`config.mk`:
```
export PLATFORM = sky130hd
export DESIGN_NAME = seg_scan_ctrl
export DESIGN_NICKNAME = d
export VERILOG_FILES = /design/src/rtl/seg_pkg.sv /design/src/rtl/seg_prescaler.sv /design/src/rtl/seg_scan_ctrl.sv
export SDC_FILE = /design/constraint.sdc
export NUM_CORES = 1
export LEC_CHECK = 0
export ABC_AREA = 1
export BUFFER_PORTS_ARGS = -buffer_cell sky130_fd_sc_hd__buf_2
export CAP_MARGIN = 30
export CORE_MARGIN = 2
export CORE_UTILIZATION = 33
export CTS_CLUSTER_SIZE = 28
export DETAILED_ROUTE_END_ITERATION = 7
export SETUP_SLACK_MARGIN = 0.15
export SLEW_MARGIN = 20
export SYNTH_ARGS = -nofsm -noshare
export SYNTH_HDL_FRONTEND = slang
export SYNTH_SLANG_ARGS = --single-unit
```
`constraint.sdc`:
```
create_clock -name clk -period 2 [get_ports clk]
set_input_delay 0.2 -clock clk [delete_from_list [all_inputs] [get_ports clk]]
set_output_delay 0.2 -clock clk [all_outputs]
set_load 0.01 [all_outputs]
```
`src/rtl/seg_pkg.sv`:
```
// seg_pkg: shared types and constants for the 7-segment display blocks.
// Contents: digit_t (BCD nibble), sel_t (digit select), AN_OFF (all anodes
// dark, active-low), NUM_DIGITS (digits per display).
package seg_pkg;

  typedef logic [3:0] digit_t;
  typedef logic [1:0] sel_t;

  localparam logic [3:0] AN_OFF     = 4'b1111;
  localparam int         NUM_DIGITS = 4;

endpackage

```
`src/rtl/seg_prescaler.sv`:
```
// seg_prescaler: free-running slot counter, 0..PRESCALE-1 then wraps to 0.
// Ports: clk, rst (async, active-high); tick = last cycle of the slot;
//        lit = counter has left the GUARD blanking window (cnt >= GUARD).
module seg_prescaler #(
  parameter int PRESCALE = 100000,
  parameter int GUARD    = 2
) (
  input  logic clk,
  input  logic rst,
  output logic tick,
  output logic lit
);

  localparam int CW = (PRESCALE > 2) ? $clog2(PRESCALE) : 1;
  localparam logic [CW-1:0] LAST = CW'(PRESCALE - 1);

  logic [CW-1:0] cnt;

  always_ff @(posedge clk or posedge rst) begin
    if (rst) begin
      cnt <= '0;
    end else if (tick) begin
      cnt <= '0;
    end else begin
      cnt <= cnt + 1'b1;
    end
  end

  assign tick = (cnt == LAST);

  // A zero guard would make the compare constant-true, so it is folded away.
  if (GUARD == 0) begin : g_no_guard
    assign lit = 1'b1;
  end else begin : g_guard
    localparam logic [CW-1:0] GUARD_C = CW'(GUARD);
    assign lit = (cnt >= GUARD_C);
  end

endmodule

```
`src/rtl/seg_scan_ctrl.sv`:
```
// seg_scan_ctrl: four-digit common-anode 7-segment scan controller with a
// double-buffered display (shadow + display buffer, swapped on the frame wrap).
// Ports: clk, rst (async, active-high); load + d0..d3 (d0 rightmost) capture
//        new digits; st = digit select, dig = BCD nibble of that digit,
//        an = active-low anodes, frame = one-cycle pulse on buffer update.
// Optional: define SEG_SCAN_LZB_EN to compile in leading-zero blanking.
module seg_scan_ctrl
  import seg_pkg::*;
#(
  parameter int PRESCALE = 100000,
  parameter int GUARD    = 2
) (
  input  logic       clk,
  input  logic       rst,
  input  logic       load,
  input  logic [3:0] d0,
  input  logic [3:0] d1,
  input  logic [3:0] d2,
  input  logic [3:0] d3,
  output logic [1:0] st,
  output logic [3:0] dig,
  output logic [3:0] an,
  output logic       frame
);

  logic tick;
  logic lit;
  logic wrap;

  sel_t                        sel;
  logic                        pend;
  digit_t [NUM_DIGITS-1:0]     shadow;
  digit_t [NUM_DIGITS-1:0]     disp;
  digit_t [NUM_DIGITS-1:0]     din;
  logic   [3:0]                an_nxt;
  logic   [3:0]                one_hot;

  seg_prescaler #(
    .PRESCALE (PRESCALE),
    .GUARD    (GUARD)
  ) u_prescaler (
    .clk  (clk),
    .rst  (rst),
    .tick (tick),
    .lit  (lit)
  );

  assign din     = {d3, d2, d1, d0};
  assign wrap    = tick && (sel == 2'd3);
  assign one_hot = 4'b0001 << sel;

`ifdef SEG_SCAN_LZB_EN
  // lz[k]: digit k and every digit above it are zero. Digit 0 never blanks.
  logic [3:0] lz;
  always_comb begin
    lz    = 4'b0000;
    lz[3] = (disp[3] == 4'd0);
    lz[2] = lz[3] && (disp[2] == 4'd0);
    lz[1] = lz[2] && (disp[1] == 4'd0);
  end
`endif

  always_comb begin
    an_nxt = AN_OFF;
    if (lit) begin
      an_nxt = ~one_hot;
    end
`ifdef SEG_SCAN_LZB_EN
    if (lz[sel]) begin
      an_nxt = AN_OFF;
    end
`endif
  end

  always_ff @(posedge clk or posedge rst) begin
    if (rst) begin
      sel    <= '0;
      pend   <= 1'b0;
      shadow <= '0;
      disp   <= '0;
      st     <= '0;
      dig    <= '0;
      an     <= AN_OFF;
      frame  <= 1'b0;
    end else begin
      if (tick) begin
        sel <= sel + 1'b1;
      end

      // A load on the wrap tick goes straight to the display, so nothing
      // is left pending; otherwise the wrap consumes any pending shadow.
      if (load) begin
        shadow <= din;
        pend   <= !wrap;
      end else if (wrap) begin
        pend   <= 1'b0;
      end

      if (wrap && load) begin
        disp <= din;
      end else if (wrap && pend) begin
        disp <= shadow;
      end

      frame <= wrap && (load || pend);
      st    <= sel;
      dig   <= disp[sel];
      an    <= an_nxt;
    end
  end

endmodule

```
==> results.sh, run 1 <==
export IMPL_status="completed"
export IMPL_fin_worst_skew_ns=0.0101
export IMPL_synth_distinct_cells=24
export IMPL_syn_nets=380
export IMPL_r2r_cells=7
export IMPL_cts_made_buffers=9
export IMPL_wl_per_cell_um=12.1
export IMPL_cts_tree="built"
export IMPL_mostFrequentLayoutCell="nand2_1"
export IMPL_areaGrowthSynthToFinish_pct=17.7
export IMPL_clockBufferDepth=2
export IMPL_die_w_um=97.7
export IMPL_grt_pass1_vias=2250
export IMPL_vias=2313
export IMPL_fill_cells=897
export IMPL_crit_fanout=6
export IMPL_rsz0062_at_grt="false"
export IMPL_setup_viol=0
export IMPL_slew_violations=0
export IMPL_power_switching_uw=557
export IMPL_tightest_slew_ns=0.698
export IMPL_regToRegSetupSlack_ns=0.42
export IMPL_internal_power_uw=2060
export IMPL_fin_nets=416
export IMPL_drive_above_1_share=0.139
export IMPL_mostFrequentLayoutCells="95 x nand2_1, 59 x dfrtp_1, 54 x nor2_1, 50 x inv_1, 29 x buf_2"
export IMPL_whs_ns=0.0973
export IMPL_cp_endpoint="u_prescaler.cnt[16]"
export IMPL_p_per_area_mw_per_mm2=768
export IMPL_r2r_end="u_prescaler.cnt[16]"
export IMPL_core_area_mm2=0.00864
export IMPL_comb_power_share=0.042
export IMPL_post_route_period_util=0.792
export IMPL_max_cap_violations=0
export IMPL_post_route_drc_count=0
export IMPL_required_ns=2.21
export IMPL_yosys_register_bits=63
export IMPL_ctsRootBufferMaster="clkbuf_8"
export IMPL_pwr_share_clk=0.458
export IMPL_final_cells=503
export IMPL_crit_arrival_ns=1.79
export IMPL_yosysTopAreaCell="dfrtp_1"
export IMPL_setup_slack_ns=0.415
export IMPL_ys_top_cells_by_area="dfrtp_1 51%, nand2_1 12%, nor2_1 7.0%"
export IMPL_dpl_cell_count=487
export IMPL_min_path_cells=3
export IMPL_cts_sinks=63
export IMPL_gr_total_overflow=0
export IMPL_hold_viol_final=0
export IMPL_r2r_start="u_prescaler.cnt[0]"
export IMPL_grt_max_degree=38
export IMPL_grt_use_total=0.140
export IMPL_io_pins=30
export IMPL_power_share_sequential=0.499
export IMPL_port_buffers=29
export IMPL_clk_pin_slew_ns=0.07
export IMPL_cp_end_kind="flop"
export IMPL_synth_area_mm2=0.00290
export IMPL_dr_pass1_iters=6
export IMPL_drt_total_wl_um=6090
export IMPL_vdd_drop_max_uv=336
export IMPL_hp_class="primary input to flop"
export IMPL_drt_vias_per_instance=4.60
export IMPL_max_freq_mhz=631
export IMPL_relSlewSlack=0.534
export IMPL_avgSynthCellArea_um2=8.17
export IMPL_post_cts_buffers=0
export IMPL_insertion_delay_ns=0.34
export IMPL_yosysWarnings=0
export IMPL_start_util=0.336
export IMPL_startpoint="u_prescaler.cnt[0]"
export IMPL_synthCells=355
export IMPL_critPathKind="flop to flop"
export IMPL_synth_top_area_share=0.509
export IMPL_p_sw_frac=0.212
export IMPL_antenna_found_initial=0
export IMPL_ant_nets=0
export IMPL_setup_worst_path_start_class="flop"
export IMPL_rows=34
export IMPL_grt_first_pass_wirelength_um=10800
export IMPL_die_area_mm2=0.00955
export IMPL_cts_htree_levels=3
export IMPL_hpwl_um=4340
export IMPL_n_antenna_cell=0
export IMPL_p_leak_uw=0.00187
export IMPL_yosysSeqAreaShare=0.546
export IMPL_pre_cts_slack_ns=0.417
export IMPL_die_y_um=97.7
export IMPL_setup_tns_ns=0
export IMPL_gp_congestion=0.922
export IMPL_final_util=0.395
export IMPL_fin_crit_ns=1.58
export IMPL_drtIter0Drc=168
==> sequential cells by signal, indices dropped and copies added, names as in the netlist, 2 cells and up <==
signal / count
shadow: 16
sel: 2
dig: 4
an: 4
disp: 16
u_prescaler.cnt: 17
st: 2
==> power by group through the flow <==
stage | clock (uW) | combinational [uW] | sequential [uW]
after floorplan | 0 | 69.5 | 1330
after CTS | 1230 | 115 | 1310
final | 1200 | 111 | 1310
after detailed placement | 0 | 112 | 1330
after global routing | 1280 | 131 | 1310
after global placement | 0 | 110 | 1330
==> kinds of logic after synthesis <==
kind of cell	Yosys count	share of synthesized area
buffers and inverters	60	0.0794
and+or+nand+nor	181	0.256
DFF	63	0.546
adders and majority gates	6	0.0259
AOI/OAI and AO/OA	35	0.0626
xor gates and xnor gates	10	0.0302
==> synth_stat cells <==
cell / n
a21oi_1: 15
and3_1: 1
buf_1: 2
buf_2: 4
clkbuf_1: 2
dfrtp_1: 59
dfstp_2: 4
ha_1: 6
inv_1: 51
inv_2: 1
nand2_1: 95
nand2_2: 1
nand3_1: 12
nand3b_1: 2
nand4_1: 9
nor2_1: 54
nor2_2: 2
nor3_1: 3
nor4_1: 2
o21ai_0: 12
o21ai_1: 4
o21bai_1: 1
o22ai_1: 3
xor2_1: 10
==> repair_timing <==
| action | in CTS | in global routing |
|---|---|---|
| endpoints found under the hold margin | 22 | 0 |
| setup endpoints to repair | 0 | 0 |
| hold buffers | 1 | 0 |
| resized for setup | 0 | 0 |
==> layer usage <==
metal / share of wire / up-vias / track usage
met5: 0 / - / 0
met4: 0.020 / 0 / 0.0620
met3: 0.048 / 11 / 0.0329
met2: 0.42 / 72 / 0.197
met1: 0.52 / 1065 / 0.205
li1: - / 1165 / -
==> through the flow <==
stage          cell area [um^2]  total power, uW
2_1_floorplan              2900             1400
3_3_place_gp               3190             1440
3_5_place_dp               3190             1450
4_1_cts                    3410             2660
5_1_grt                    3410             2730
6_report                   3410             2620
==> critical path: stages (launching register included) <==
cell,delay (ns)
dfrtp_1,0.39
ha_1,0.18
nand2_1,0.08
nor2_2,0.24
nand2_1,0.12
nor3_1,0.21
xor2_1,0.18
nor2_1,0.06
==> cell type report <==
cell class                      count  area (um^2)  area share
Multi-Input combinational cell    232         1090       0.319
Clock buffer                       11          141      0.0414
Clock inverter                      4         70.1      0.0205
Timing Repair Buffer               33          203      0.0594
Inverter                           52          195      0.0572
Tap cell                          108          135      0.0396
Sequential cell                    63         1580       0.463
==> worst min-delay path by stage <==
stage | from | to | slack, ns
floorplan | d2[3] | shadow[11] | 0.34
global placement | rst | shadow[10] | 0.30
detailed placement | rst | shadow[10] | 0.30
CTS | d2[3] | shadow[11] | 0.09
global route | d2[3] | shadow[11] | 0.1
finish | d2[3] | shadow[11] | 0.1
No activity file was read; power rests on OpenSTA's default activity.
==> inputs of run 2 (changes only) <==
--- a/config.mk
+++ b/config.mk
@@ -5,7 +5,7 @@
 export SDC_FILE = /design/constraint.sdc
 export NUM_CORES = 1
 export LEC_CHECK = 0
-export ABC_AREA = 1
+export ABC_AREA = 0
 export BUFFER_PORTS_ARGS = -buffer_cell sky130_fd_sc_hd__buf_2
 export CAP_MARGIN = 30
 export CORE_MARGIN = 2
==> constraint.sdc (replaced) <==
create_clock -name clk -period 1.6 [get_ports clk]
set_input_delay 0.16 -clock clk [delete_from_list [all_inputs] [get_ports clk]]
set_output_delay 0.16 -clock clk [all_outputs]
set_load 0.01 [all_outputs]
==> results.sh, run 2 <==
export IMPL_drt_total_wl_um=5810
export IMPL_async_flop_share=1.00
export IMPL_fin_worst_skew_ns=0.00755
export IMPL_r2r_cells=5
export IMPL_cpPeakStageDelay_ns=0.41
export IMPL_cp_endpoint="disp[3]"
export IMPL_n_antenna_cell=0
export IMPL_gp_congestion=0.764
export IMPL_synth_distinct_cells=38
export IMPL_wl_per_cell_um=14.8
export IMPL_synth_xor_area_frac=0.0482
export IMPL_insertion_delay_ns=0.34
export IMPL_path_buf_inv=1
export IMPL_relSlewSlack=0.671
export IMPL_gr_total_overflow=0
export IMPL_synthCells=213
export IMPL_final_cells=393
export IMPL_fin_nets=308
export IMPL_ctsRootBufferMaster="clkbuf_8"
export IMPL_startpoint="u_prescaler.cnt[14]"
export IMPL_cp_end_kind="flop"
export IMPL_max_freq_mhz=627
export IMPL_yosys_register_bits=63
export IMPL_pre_cts_slack_ns=-0.0480
export IMPL_ant_nets=0
export IMPL_max_cap_violations=0
export IMPL_areaGrowthSynthToFinish_pct=37.9
export IMPL_rows=33
export IMPL_cts_sinks=63
export IMPL_syn_nets=238
export IMPL_drtIter0Drc=58
export IMPL_whs_ns=0.0691
export IMPL_drive_above_1_share=0.524
export IMPL_yosysSeqAreaShare=0.580
export IMPL_vias=1860
export IMPL_antenna_found_initial=0
export IMPL_die_area_mm2=0.00901
export IMPL_ys_dominant_reg_cell="dfrtp_1"
export IMPL_grt_pass1_vias=1920
export IMPL_mostFrequentLayoutCells="59 x dfrtp_1, 29 x buf_2, 25 x buf_4, 16 x mux2_2, 16 x o21ai_1"
export IMPL_grt_use_total=0.137
export IMPL_dpl_cell_count=369
export IMPL_rsz0062_at_grt="true"
export IMPL_fin_crit_ns=1.59
export IMPL_port_buffers=29
export IMPL_grt_max_degree=64
export IMPL_synthTopCellsByCount="59 x dfrtp_1, 16 x mux2_2, 15 x nor2_1, 12 x xnor2_1"
export IMPL_post_route_period_util=0.996
export IMPL_drt_vias_per_instance=4.73
export IMPL_cts_htree_levels=3
export IMPL_crit_arrival_ns=1.81
export IMPL_synthAdderAreaFrac=0.0275
export IMPL_p_per_area_mw_per_mm2=932
export IMPL_crit_cells=5
export IMPL_synth_most_common_cell="dfrtp_1"
export IMPL_regToRegSetupSlack_ns=0.006
export IMPL_r2r_end="disp[3]"
export IMPL_setup_slack_ns=0.00619
export IMPL_die_w_um=94.9
export IMPL_cpMaxStageDelayCell="dfrtp_1"
export IMPL_slew_violations=0
export IMPL_critPathKind="flop to flop"
export IMPL_tightest_slew_ns=0.491
export IMPL_required_ns=1.82
export IMPL_die_y_um=94.9
export IMPL_yosysTopAreaCell="dfrtp_1"
export IMPL_clk_pin_slew_ns=0.07
export IMPL_yosysWarnings=0
export IMPL_dr_pass1_iters=4
export IMPL_yosys_area_share_simple=0.115
export IMPL_top_regs="u_prescaler.cnt: 17 flops, disp: 16 flops, shadow: 16 flops"
export IMPL_grt_first_pass_wirelength_um=9340
export IMPL_setup_viol=0
export IMPL_largest_reg_flops=17
export IMPL_avgSynthCellArea_um2=12.8
export IMPL_core_area_mm2=0.00809
export IMPL_synth_top_area_share=0.542
export IMPL_hold_viol_final=0
export IMPL_top_register="u_prescaler.cnt"
export IMPL_status="completed"
export IMPL_clockBufferDepth=2
export IMPL_cts_made_buffers=9
export IMPL_start_util=0.337
export IMPL_hp_class="primary input to flop"
export IMPL_synth_area_mux_share=0.138
export IMPL_crit_chain="nor4_4, and2_4, and3_4, buf_12, mux2_4"
export IMPL_synth_edf_count=0
export IMPL_post_route_drc_count=0
export IMPL_crit_fanout=7
export IMPL_setup_worst_path_start_class="flop"
export IMPL_vdd_drop_max_uv=460
export IMPL_synth_top_family_by_area="multiplexers"
export IMPL_cts_tree="built"
export IMPL_cp_top_family="simple AND/OR/NAND/NOR gates"
export IMPL_mostFrequentLayoutCell="dfrtp_1"
export IMPL_p_leak_uw=0.00173
export IMPL_synth_compound_area_frac=0.0647
export IMPL_ys_top_cells_by_area="dfrtp_1 54%, mux2_2 6.6%, dfstp_2 3.9%"
export IMPL_io_pins=30
export IMPL_r2r_start="u_prescaler.cnt[14]"
export IMPL_synth_area_mm2=0.00273
export IMPL_hpwl_um=3780
## run 2: final cells by class
class | instances | area, um^2
multi-input combinational | 138 | 1300
timing repair buffer | 65 | 473
tap | 105 | 131
clock buffer | 9 | 124
inverter | 6 | 28.8
sequential | 63 | 1580
fill | 755 | 4330
clock inverter | 7 | 121
## run 2: worst min path at each step
stage,startpoint,endpoint,slack [ns],cells past startpoint
after CTS,d3[2],shadow[14],0.05,2
after global routing,d3[1],shadow[13],0.07,2
after floorplan,rst,dig[0],0.28,1
after detailed placement,rst,u_prescaler.cnt[0],0.28,3
after global placement,rst,st[0],0.28,3
final,d3[2],shadow[14],0.07,2
## run 2: cell families (layout without fill, tap and decap cells)
logic type      Yosys count  in the layout
flops                    63             63
simple gates             56             58
compound gates           32             32
mux                      27             27
xor+xnor                 15             15
buf+inv                  14             87
fa+ha+maj                 6              6
## run 2: report_power, final
part / total, uW / internal, uW / leakage (uW) / switching (uW)
logic: 176 / 86.8 / 0.000792 / 89.1
registers: 1660 / 1630 / 0.000810 / 22.5
clock network: 1670 / 1040 / 0.000123 / 634
## run 2: stage by stage
stage | setup TNS (ns) | total power (uW) | instance area [um^2] | util
2_1_floorplan | -0.176 | 1770 | 2740 | -
3_3_place_gp | -0.0878 | 1830 | 3220 | 0.398
3_5_place_dp | -0.422 | 1830 | 3220 | 0.398
4_1_cts | -0.0880 | 3550 | 3620 | 0.447
5_1_grt | -0.337 | 3630 | 3760 | 0.464
6_report | 0 | 3500 | 3760 | 0.464
## run 2: what timing repair did
action	in CTS	in global routing
hold buffers	1	0
gates resized for setup	23	29
pin swaps	22	23
setup buffers	2	3
setup endpoints to repair	35	38
cloned	2	0
hold endpoints to repair	59	0
## run 2: routing by layer
metal	vias up	part of all wire	track usage
met5	-	0	0
met4	0	0.016	0.0761
met3	8	0.030	0.0287
met2	25	0.50	0.217
met1	924	0.45	0.175
li1	903	-	-
